### src/rtl/alu_issue_stage.sv
// Registered issue stage: decodes one MIPS instruction per cycle into an ALUControl
// code and two operands, with a two-entry main/skid buffer on a valid/ready handshake.
module alu_issue_stage (
  input  logic        Clk,
  input  logic        Rst_n,
  input  logic        Flush,
  input  logic        InValid,
  output logic        InReady,
  input  logic [5:0]  Opcode,
  input  logic [5:0]  Funct,
  input  logic [4:0]  Shamt,
  input  logic [15:0] Imm,
  input  logic [31:0] RsData,
  input  logic [31:0] RtData,
  output logic        OutValid,
  input  logic        OutReady,
  output logic [3:0]  ALUControl,
  output logic [31:0] A,
  output logic [31:0] B,
  output logic        Illegal,
  output logic [15:0] OpCount
);

  typedef enum logic [3:0] {
    ALU_ADD = 4'd0, ALU_SUB = 4'd1, ALU_AND = 4'd2, ALU_OR  = 4'd3,
    ALU_NOR = 4'd4, ALU_XOR = 4'd5, ALU_SLL = 4'd6, ALU_SRL = 4'd7
  } alu_op_e;

  typedef struct packed {
    logic        valid;
    alu_op_e     ctl;
    logic [31:0] a;
    logic [31:0] b;
    logic        illegal;
  } entry_t;

  entry_t main_q, skid_q, dec;
  logic   accept, drain;
  logic [15:0] count_q;

  logic [31:0] imm_sext, imm_zext, shamt_ext, rs_shift;
  assign imm_sext  = {{16{Imm[15]}}, Imm};
  assign imm_zext  = {16'h0000, Imm};
  assign shamt_ext = {27'b0, Shamt};
  assign rs_shift  = {27'b0, RsData[4:0]};

  // NOTE: every field gets a default before the case so no path leaves a latch.
  always_comb begin
    dec         = '0;
    dec.valid   = 1'b1;
    dec.ctl     = ALU_ADD;
    dec.a       = RsData;
    dec.b       = RtData;
    dec.illegal = 1'b0;
    unique case (Opcode)
      6'b000000: begin
        case (Funct)
          6'b100000, 6'b100001: dec.ctl = ALU_ADD;
          6'b100010:            dec.ctl = ALU_SUB;
          6'b100100:            dec.ctl = ALU_AND;
          6'b100101:            dec.ctl = ALU_OR;
          6'b100111:            dec.ctl = ALU_NOR;
          6'b100110:            dec.ctl = ALU_XOR;
          6'b000000: begin dec.ctl = ALU_SLL; dec.a = RtData; dec.b = shamt_ext; end
          6'b000010: begin dec.ctl = ALU_SRL; dec.a = RtData; dec.b = shamt_ext; end
          6'b000100: begin dec.ctl = ALU_SLL; dec.a = RtData; dec.b = rs_shift;  end
          6'b000110: begin dec.ctl = ALU_SRL; dec.a = RtData; dec.b = rs_shift;  end
          default: begin
            dec.a       = '0;
            dec.b       = '0;
            dec.illegal = 1'b1;
          end
        endcase
      end
      6'b001000, 6'b001001, 6'b100011, 6'b101011: dec.b = imm_sext;
      6'b001100: begin dec.ctl = ALU_AND; dec.b = imm_zext; end
      6'b001101: begin dec.ctl = ALU_OR;  dec.b = imm_zext; end
      6'b001110: begin dec.ctl = ALU_XOR; dec.b = imm_zext; end
      6'b000100, 6'b000101: dec.ctl = ALU_SUB;
      default: begin
        dec.a       = '0;
        dec.b       = '0;
        dec.illegal = 1'b1;
      end
    endcase
  end

  // Ready depends only on registered skid state, never on OutReady.
  assign InReady = ~skid_q.valid;
  assign accept  = InValid & InReady;
  assign drain   = main_q.valid & OutReady;

  // NOTE: data fields are reset along with valid so outputs read zero out of reset.
  always_ff @(posedge Clk or negedge Rst_n) begin
    if (!Rst_n) begin
      main_q  <= '0;
      skid_q  <= '0;
      count_q <= '0;
    end else if (Flush) begin
      main_q.valid <= 1'b0;
      skid_q.valid <= 1'b0;
    end else begin
      // NOTE: non-blocking assignments keep every register update on the old values.
      if (drain) begin
        if (skid_q.valid) begin
          main_q       <= skid_q;
          skid_q.valid <= 1'b0;
        end else if (accept) begin
          main_q <= dec;
        end else begin
          main_q.valid <= 1'b0;
        end
      end else if (accept) begin
        if (!main_q.valid) main_q <= dec;
        else               skid_q <= dec;
      end
      if (accept) count_q <= count_q + 16'd1;
    end
  end

  assign OutValid   = main_q.valid;
  assign ALUControl = main_q.ctl;
  assign A          = main_q.a;
  assign B          = main_q.b;
  assign Illegal    = main_q.illegal;
  assign OpCount    = count_q;

endmodule

### config.mk
export PLATFORM = sky130hd
export DESIGN_NAME = alu_issue_stage
export DESIGN_NICKNAME = d
export VERILOG_FILES = /design/src/rtl/alu_issue_stage.sv
export SDC_FILE = /design/constraint.sdc
export NUM_CORES = 1
export LEC_CHECK = 0
export CORE_ASPECT_RATIO = 0.8
export CORE_MARGIN = 3
export CORE_UTILIZATION = 25
export CTS_CLUSTER_SIZE = 25
export DETAILED_ROUTE_END_ITERATION = 8
export PLACE_DENSITY = 0.5
export SLEW_MARGIN = 20
export SYNTH_ARGS = -nofsm -noshare
export SYNTH_HDL_FRONTEND = slang
export SYNTH_SLANG_ARGS = --single-unit
### constraint.sdc
create_clock -name Clk -period 2.3 [get_ports Clk]
set_input_delay 0.69 -clock Clk [delete_from_list [all_inputs] [get_ports Clk]]
set_output_delay 0.69 -clock Clk [all_outputs]
set_load 0.03 [all_outputs]
## Word-level counts from Yosys, hierarchy flattened

Cells that the tools add are included.

| word-level totals | value |
|---|---|
| flip-flop bits (word level) | 156 |
| bits of input ports | 102 |
| output and inout port bits | 87 |
| word-level logic and storage cells | 75 |

| cells by class | value |
|---|---|
| add/subtract/negate cells | 1 |
| eq/ne operators | 20 |
| muxes and demuxes | 18 |
| bitwise gates (word level) | 5 |
| reduce and logical (&&, ||, !) cells | 20 |

Operators by type and width:

| operator | number |
|---|---|
| two-way mux 70 bit | 5 |
| case mux 64 bit (3 select lines) | 1 |
| two-way mux 69 bit | 2 |
| case mux 32 bit (4 select lines) | 1 |
| case mux 32 bit (2 select lines) | 1 |
| == test 6 bit, second input constant | 9 |
| == test 6 x 4 -> 1 bit, second input constant | 5 |
| == test 6 x 3 -> 1 bit, second input constant | 4 |
| case mux 3 bit (7 select lines) | 1 |
| case mux 4 bit (5 select lines) | 1 |
| adder 16 x 1 -> 16 bit, second input constant | 1 |
| logical NOT 6 bit | 2 |
| OR reduction 11 bit | 1 |
| OR reduction 2 bit | 5 |
| OR reduction 9 bit | 1 |
| AND reduction 4 bit | 2 |
| OR reduction 7 bit | 1 |
| == test 6 x 2 -> 1 bit, second input constant | 1 |
| nonzero test 3 bit | 2 |
| two-way mux 1 bit | 5 |
| AND reduction 2 bit | 2 |
| nonzero test 2 bit | 2 |
| OR reduction 4 bit | 1 |
| NOT 1 bit | 3 |
| other kinds (4) | 5 |

## Logic depth before layout (Yosys ltp)

Gate-level depths: netlist of run 1.

| depth | value |
|---|---|
| depth in word-level cells | 8 |
| depth in mapped cells | 8 |
| gate-level depth less buffers | 5 |

## Least setup slack after synthesis of run 1

No wires, ideal clock.

| timing | value |
|---|---|
| path type | input port to flip-flop |
| from | input Opcode[5] |
| to | register main_q (netlist bit B[12]) |
| setup time | 82 ps |
| data arrival time | 2191 ps |
| required time | 2218 ps |
| path slack | 27 ps |
| cell stages on the path | 7 |
| path buffers | 2 |
| cell sequence | or4_4 nor4_4 or2_1 buf_6 buf_8 a22oi_1 o22ai_1 |

| on the way | value |
|---|---|
| longest elaborated chain between the ends | 6 |

Ends and longest elaborated chain:

| what | line | source |
|---|---|---|
| from (decl) | 9 | `input logic [5:0] Opcode,` |
| == test 6 x 4 -> 1 bit, or another cell as far along | 55 | `unique case (Opcode)` |
| OR reduction 4 bit, or another cell as far along | n/a |  |
| case mux 32 bit (4 select lines) * | 55 |  |
| two-way mux 69 bit, on equally long branches | 114, 108 |  |
| two-way mux 70 bit, on equally long branches | 113, 105 |  |
| two-way mux 70 bit * | 104 | `if (drain) begin` |
| to (signal assigned) | 106 | `main_q <= skid_q;` |
| to (decl) | 37 | `entry_t main_q, skid_q, dec;` |

Mark *: on every way between the ends. The rest lies on a longest branch, timed or not. The select of a mux whose other input is x is not followed.
A chain may end at the register's enable or synchronous reset.

## Worst setup path in the final report of run 1

| timing | value |
|---|---|
| from | register main_q (netlist bit A[31]) |
| to | output A[31] |

RTL lines:

| what | line | source |
|---|---|---|
| to (decl) | 18 | `output logic [31:0] A,` |

No word-level cell between the ends.

==> results of run 1 <==
-- per-stage QoR --
stage               instances  setup TNS, ns
finish                   1372              0
global route             1372      -0.003726
CTS                      1367       -0.05897
floorplan                 782              0
detailed placement       1335         -61.94
global placement         1335         -57.09
-- cells in the mapped netlist, drive strengths merged (2+ instances only) --
cell type and instances:
nor4 2, o211ai 2, nand3b 2, inv 5, or2 5, a211o 2
and2 2, a32o 4, nor3 3, nor2 81, a2111oi 2, nor2b 5
o21ai 105, buf 14, or4 2, nand4 6, clkbuf 46, xor2 6
and3 2, nor3b 2, o22ai 27, and3b 2, a31oi 75, nand3 10
or3 38, a211oi 2, xnor2 10, a21oi 55, nand2 84, mux2 2
dfrtp 154, a22oi 12
-- kinds of logic after synthesis --
logic type,count (synthesis),synth area share (%)
AND/OR/NAND/NOR,250,16.54
XOR/XNOR,16,1.947
other,1,0.05211
buffers and inverters,65,3.912
flip-flops,154,53.56
multiplexers,3,0.4521
AO/OA/AOI/OAI,292,23.37
adder cells (fa/ha/maj),1,0.1739
-- power by group through the flow --
stage          clock, mW  sequential [mW]  combinational [mW]
2_1_floorplan          0             4.08               0.658
3_5_place_dp           0             3.59                2.39
4_1_cts             2.96             3.55                2.40
3_3_place_gp           0             3.59                2.39
6_report            2.92             3.55                2.38
5_1_grt             3.09             3.62                2.56
-- final cells by class --
cell class              count  share of cell area (%)
clock buffers              22                   4.228
flip-flops and latches    154                   35.87
multi-input cells         563                   29.06
clock inverters            10                   1.339
inverters                   5                  0.1747
repair buffers            254                   25.09
well taps                 364                   4.239
-- how the worst max path moves through the flow --
stage	cells after the start	from	end	slack (ns)
after floorplan	7	Opcode[5]	B[12]	0.03
after global placement	7	Opcode[5]	A[15]	-0.49
after detailed placement	7	Opcode[5]	A[19]	-0.55
after CTS	7	Opcode[5]	B[14]	-0.02
after global routing	7	Funct[5]	B[6]	-0.004
final	1	A[31]	A[31]	0.07
-- metal layers --
metal,up-vias,wire (um),GRT usage (%)
met4,0,293,4.106
met5,-,0,0
met2,204,11520,24.13
met1,3355,13870,26.71
met3,18,1737,3.936
li1,3280,-,-
-- flip-flops by register name (all words and copies together), names as in the netlist --
name,count
A,32
ALUControl,3
B,32
Illegal,1
OpCount,16
OutValid,1
skid_q,69
-- timing repair --
item	CTS	global route
pin swaps	0	8
gates resized for setup	9	19
buffers inserted	0	2
endpoints found under the hold margin	0	0
endpoints found under the setup margin	81	111
cloned	0	3
==> flow_summary.yaml, run 1 <==
cells_and_area:
  final_common_cell: "clkdlybuf4s50_1"
  final_util_pct: 38.69
  num-nets-final: 1098
  drive_gt1_share_pct: 11.90
  fillers: 2780
  final_area_um2: 10740
  area_growth_pct: 49.30
  seq_area_um2: 3854
  num_antenna_cells: 0
  final_cell_mix: "clkdlybuf4s50_1, dfrtp_1, o21ai_0, nand2_1, nor2_1"
  multi_input_area_um2: 3122
worst_hold_path:
  worst_hold_path_type: "primary input to async pin"
pwr:
  total_power_mw: 8.851
  p_leak_nw: 4.248
  intPower_mw: 6.014
  seqPwrFrac_pct: 40.1
  p_clk_share_pct: 32.9
  power_density_nw_per_um2: 823.9
  netSwitchingPower_mw: 2.837
  p_sw_share_pct: 32.06
  pwr-share-comb_pct: 26.9
  irDropWorstVdd_mv: 0.5321
grt:
  antenna_found_initial: 0
  grt_pass1_vias: 6620
  grt_pass1_wl_um: 40880
  grt_max_degree: 63
  grt_usage_pct: 17.26
  globalRouteOverflowTotal: 0
clock_network:
  htreeDepth: 4
  clk_pin_slew_ns: 0.07
  cts_tree: "done"
  cts_root_buf: "clkbuf_16"
  insertion_delay_ns: 0.43
  ctsHoldBuffers: 0
  cts.sinks: 154
  cts_made_buffers: 17
  clockBufferDepth: 2
detailed_routing:
  drc: 0
  routedWlPerCell_um: 19.99
  drtAntennaViolNets: 0
  viasPerCell: 4.998
  routed_wl_um: 27420
  drtIter0Drc: 423
  vias: 6857
  drtPass1Iterations: 4
floorplan:
  design.core.area_um2: 27770
  io_pins: 189
  die_w_um: 195.7
  rows: 54
  dieArea_um2: 30870
  chipHeight_um: 157.7
  initial_core_util_pct: 25.91
placement:
  place_congestion: 0.7893
  hpwl_um: 18680
  pre_cts_slack_ns: -0.5536
  postPlaceCellArea_um2: 10000
  numPortBuffers: 187
worst_setup_path:
  path_max_fanout: 2
  start_kind: "register"
  r2r_end: "B[29]"
  cpMaxStageDelayCell: "clkdlybuf4s50_1"
  critical_path_class: "register to primary output"
  crit_arrival_ns: 1.54
  r2r_start: "OutValid"
  path_delay_family: "buffers and inverters"
  worstRegToRegCells: 6
  slowest_delay_ns: 0.71
  critPathRequiredTime_ns: 1.61
  r2r_slack_ns: 0.45
  worstPathBufferInverterCount: 1
  end_kind: "primary output"
  worstPathCellList: "clkdlybuf4s50_1"
logic_synthesis:
  netlist.area_leader.share_pct: 53.56
  synth_ff_type: "dfrtp_1"
  synth.net_count: 885
  ys_seq_area_share_pct: 53.56
  async_flop_share_pct: 100.0
  synth_cell_types: 55
  ys_seq_elements: 154
  netlist_area_um2: 7196
  synth_top_cell_by_area: "dfrtp_1"
  synth_edf_count: 0
  ys_warn_count: 0
  syn_area_per_cell_um2: 9.202
  yosys-top-cells-area: "dfrtp_1, a31oi_1, o21ai_0"
  synth_cells: 782
timing:
  fmax_mhz: 447.7
  finalHoldViolCount: 0
  finalSetupViolCount: 0
  clock_skew_ns: 0.007722
  drv_slew: 0
  period_minus_slack_ns: 2.234
  fin_ws_ns: 0.06650
  period_share_pct: 97.11
  hold-worst-slack_ns: 0.1507
job:
  drv_cap: 0
outcome:
  status: "finished clean"
Power figures use the tool's default switching activity.
==> inputs of run 2 (changes only) <==
--- a/constraint.sdc
+++ b/constraint.sdc
@@ -3,2 +3,2 @@
 set_output_delay 0.69 -clock Clk [all_outputs]
-set_load 0.03 [all_outputs]
+set_load 0.01 [all_outputs]
==> run 2 against run 1 <==
  * Sequential share of layout area hardly changed
  * Critical endpoint is now B[15]
  * Combinational power fell by 18%
  * Via count hardly changed
==> flow_summary.yaml, run 2 (same netlist as run 1, synthesis figures left out) <==
detailed_routing:
  drc: 0
  routed_wl_um: 27390
  drtAntennaViolNets: 0
  viasPerCell: 4.999
  drtIter0Drc: 409
  vias: 6858
  routedWlPerCell_um: 19.96
  drtPass1Iterations: 4
cells_and_area:
  final_common_cell: "clkdlybuf4s50_1"
  area_growth_pct: 49.16
  num-nets-final: 1098
  num_antenna_cells: 0
  final_cell_mix: "clkdlybuf4s50_1, dfrtp_1, o21ai_0, nand2_1, nor2_1"
  top_register: "skid_q"
  largest_reg_flops: 69
  drive_gt1_share_pct: 11.90
  final_area_um2: 10730
grt:
  antenna_found_initial: 0
  grt_max_degree: 63
  globalRouteOverflowTotal: 0
  grt_pass1_wl_um: 40880
  grt_usage_pct: 17.26
  grt_pass1_vias: 6620
floorplan:
  design.core.area_um2: 27770
  initial_core_util_pct: 25.91
  io_pins: 189
  die_w_um: 195.7
  rows: 54
  chipHeight_um: 157.7
  dieArea_um2: 30870
worst_hold_path:
  worst_hold_path_type: "primary input to async pin"
timing:
  fmax_mhz: 445.8
  hold-worst-slack_ns: 0.1525
  period_share_pct: 97.53
  finalSetupViolCount: 0
  tns_ns: 0
  clock_skew_ns: 0.007689
  drv_slew: 0
  finalHoldViolCount: 0
  period_minus_slack_ns: 2.243
clock_network:
  cts_made_buffers: 17
  cts_root_buf: "clkbuf_16"
  cts.sinks: 154
  cts_tree: "done"
  clk_pin_slew_ns: 0.06
  htreeDepth: 4
  insertion_delay_ns: 0.42
  clockBufferDepth: 2
worst_setup_path:
  end_kind: "register"
  worstPathCellList: "clkdlybuf4s50_1 > or3b_4 > nor4_4 > or2_4 > clkbuf_16 > a22oi_1 > o22ai_1"
  crit_arrival_ns: 2.58
  critical_path_class: "primary input to register"
  critPathRequiredTime_ns: 2.63
  start_kind: "primary input"
  path_delay_family: "simple AND/OR/NAND/NOR gates"
  cpMaxStageDelayCell: "clkdlybuf4s50_1"
  path_max_fanout: 13
  r2r_slack_ns: 0.45
  worstPathBufferInverterCount: 2
  slowest_delay_ns: 0.50
placement:
  place_congestion: 0.7893
  numPortBuffers: 187
  postPlaceCellArea_um2: 10000
  hpwl_um: 18680
pwr:
  power_density_nw_per_um2: 782.7
  irDropWorstVdd_mv: 0.5263
  p_leak_nw: 4.181
  total_power_mw: 8.401
job:
  drv_cap: 0
outcome:
  status: "finished clean"
## run 2: changes by cell type in the layout (fill, tap and decap cells not counted), sizes merged
cell,previous run,this run
clkdlybuf4s50,176,183
dlygate4sd2,2,0
dlymetal6s2s,8,3
## run 2: timing repair
action / 4_1_cts / 5_1_grt
gates cloned: 0 / 3
setup endpoints to repair: 79 / 106
gates resized for setup: 7 / 14
pin swaps: 0 / 8
setup buffers: 0 / 2
hold buffers: 0 / 0
endpoints found under the hold margin: 0 / 0
## run 2: layout make-up
type	count	area [um^2]
clock inverter	10	143.9
multi-input combinational	563	3122
tap	364	455.4
inverter	5	18.77
timing repair buffer	254	2685
sequential	154	3854
fill	2776	17040
clock buffer	22	454.2
## run 2: worst register-to-register path: stages (launching register included)
cell	delay, ns
dfrtp_1	0.47
nor2b_1	0.38
a211o_2	0.20
buf_12	0.24
buf_4	0.29
a21oi_1	0.07
o22ai_1	0.13
## run 2: metal layers
layer	GRT usage [%]	wire length, um	vias to the layer above
li1	-	-	3279
met1	26.71	13960	3359
met2	24.13	11600	202
met3	3.936	1525	18
met4	4.106	301	0
met5	0	0	-
## run 2: worst paths after layout
path | from | endpoint | cells past startpoint
setup reg to reg | OutValid | B[29] | 6
min in group Clk | OpCount[15] | OpCount[15] | 1
setup / recovery | Funct[5] | B[15] | 7
max in group asynchronous | Rst_n | skid_q[12] | 2
hold reg to reg | OpCount[15] | OpCount[15] | 1
hold / removal | Rst_n | A[2] | 1
## run 2: stage by stage
stage | setup slack, ns | utilization (%) | std cells
after detailed placement | -0.5536 | 36.03 | 1335
final | 0.05677 | 38.65 | 1372
after floorplan | 0.02679 | - | 782
after global routing | -0.003726 | 38.65 | 1372
after CTS | -0.02104 | 38.24 | 1367
after global placement | -0.4919 | 36.03 | 1335
## run 2: where the power goes
| part | leakage [nW] | switching, mW | internal [mW] |
|---|---|---|---|
| combinational | 1.99 | 0.881 | 1.06 |
| sequential | 1.91 | 0.334 | 3.22 |
| clock | 0.281 | 1.17 | 1.74 |
| total | 4.18 | 2.38 | 6.02 |
==> inputs of run 3 (changes only) <==
Settings changed: CORE_ASPECT_RATIO 0.8 to not set.
==> run 3 against run 2 <==
  * Clock skew grew 0.0035 ns
  * First-iteration DRC count is 4.4% higher
  * Fmax up 2.3%
  * Register-to-register slack hardly changed
  * Non-clock buffer count is 1 higher
  * Via count shrank 0.66%
  * Wire length is 1.2% lower
  * Sequential share of layout area decreased by 0.22 points
  * Cell area grew 0.61%
  * Utilization fell by 0.21 points
  * Clock power increased by 8.2%
  * Highest routed layer unchanged
==> flow_summary.yaml, run 3 (same netlist as run 1, synthesis figures left out) <==
outcome:
  status: "finished clean"
cells_and_area:
  area_growth_pct: 50.06
  stdcell_count: 1388
  largest_reg_flops: 69
  final_common_cell: "clkdlybuf4s50_1"
  fillers: 2868
  num-nets-final: 1099
  top_register: "skid_q"
  seq_area_um2: 3854
  final_area_um2: 10800
  drive_gt1_share_pct: 12.59
  final_cell_mix: "clkdlybuf4s50_1, dfrtp_1, o21ai_0, nand2_1, nor2_1"
  final_util_pct: 38.44
  multi_input_area_um2: 3117
worst_setup_path:
  end_kind: "register"
  crit_arrival_ns: 2.53
  start_kind: "primary input"
  worstPathBufferInverterCount: 2
  worstPathCellList: "clkdlybuf4s50_1 > or3b_2 > nor4_4 > or2_1 > buf_12 > a22oi_1 > o22ai_1"
  critPathRequiredTime_ns: 2.64
  slowest_delay_ns: 0.54
  path_max_fanout: 27
  path_delay_family: "simple AND/OR/NAND/NOR gates"
  critical_path_class: "primary input to register"
  cpMaxStageDelayCell: "or3b_2"
floorplan:
  die_w_um: 175.7
  chipHeight_um: 175.7
  io_pins: 189
  rows: 61
  initial_core_util_pct: 25.62
  dieArea_um2: 30850
  design.core.area_um2: 28090
detailed_routing:
  routed_wl_um: 27060
  drtAntennaViolNets: 0
  drtIter0Drc: 427
  drtPass1Iterations: 5
  viasPerCell: 4.909
  routedWlPerCell_um: 19.49
  vias: 6813
  drc: 0
timing:
  tns_ns: 0
  finalSetupViolCount: 0
  period_share_pct: 95.38
  finalHoldViolCount: 0
  drv_slew: 0
  rsz0062_at_grt: "no"
  clock_skew_ns: 0.01120
  fin_ws_ns: 0.1062
  fmax_mhz: 455.8
  period_minus_slack_ns: 2.194
pwr:
  p_leak_nw: 4.239
  power_density_nw_per_um2: 798.3
  irDropWorstVdd_mv: 0.4540
job:
  drv_cap: 0
placement:
  numPortBuffers: 187
  dp.cells: 1352
  place_congestion: 0.8540
  postPlaceCellArea_um2: 10050
  pre_cts_slack_ns: -0.4988
  hpwl_um: 18940
worst_hold_path:
  worst_hold_path_type: "primary input to async pin"
clock_network:
  ctsHoldBuffers: 0
  htreeDepth: 4
  cts_tree: "done"
  cts_made_buffers: 17
  clockBufferDepth: 2
  insertion_delay_ns: 0.43
  clk_pin_slew_ns: 0.07
  cts_root_buf: "clkbuf_16"
  cts.sinks: 154
grt:
  grt_max_degree: 53
  grt_pass1_wl_um: 40990
  grt_usage_pct: 17.16
  grt_pass1_vias: 6911
  globalRouteOverflowTotal: 0
  antenna_found_initial: 1
run 3: through the flow:
step,total power [mW],hold slack [ns]
detailed placement,5.534,0.4603
CTS,8.732,0.1295
global route,9.063,0.1411
floorplan,4.297,0.3944
finish,8.620,0.1368
global placement,5.522,0.4600
run 3: what timing repair did:
action / 4_1_cts / 5_1_grt
resized for setup: 3 / 16
hold endpoints to repair: 0 / 0
setup endpoints to repair: 59 / 128
buffers inserted: 0 / 0
gates cloned: 0 / 3
pin swaps: 0 / 18
run 3: final timing paths:
check / from / end / slack [ns] / cells past startpoint
setup / recovery: Funct[3] / B[10] / 0.11 / 7
hold / removal: Rst_n / ALUControl[0] / 0.14 / 1
setup reg to reg: skid_q[69] / A[18] / 0.44 / 6
hold reg to reg: OpCount[15] / OpCount[15] / 0.47 / 1
max in group asynchronous: Rst_n / skid_q[54] / 1.47 / 2
min in group Clk: OpCount[15] / OpCount[15] / 0.47 / 1
run 3: where the power goes:
| group | total [mW] | internal, mW | switching [mW] |
|---|---|---|---|
| clock network | 3.15 | 1.86 | 1.29 |
| logic | 1.94 | 1.06 | 0.876 |
| registers | 3.53 | 3.22 | 0.314 |
| total | 8.62 | 6.14 | 2.48 |
run 3: metal layers:
metal	global-route usage (%)	routed length [um]
met5	0	0
met4	5.642	569
met3	3.502	1387
met2	27.17	12570
met1	23.54	12530
run 3: cell type report:
class	instances	share of cell area [%]
Inverter	5	0.1738
Tap cell	378	4.380
Timing Repair Buffer	255	24.87
Multi-Input combinational cell	563	28.86
Clock inverter	15	2.063
Clock buffer	17	3.940
Sequential cell	154	35.69
Antenna cell	1	0.02317
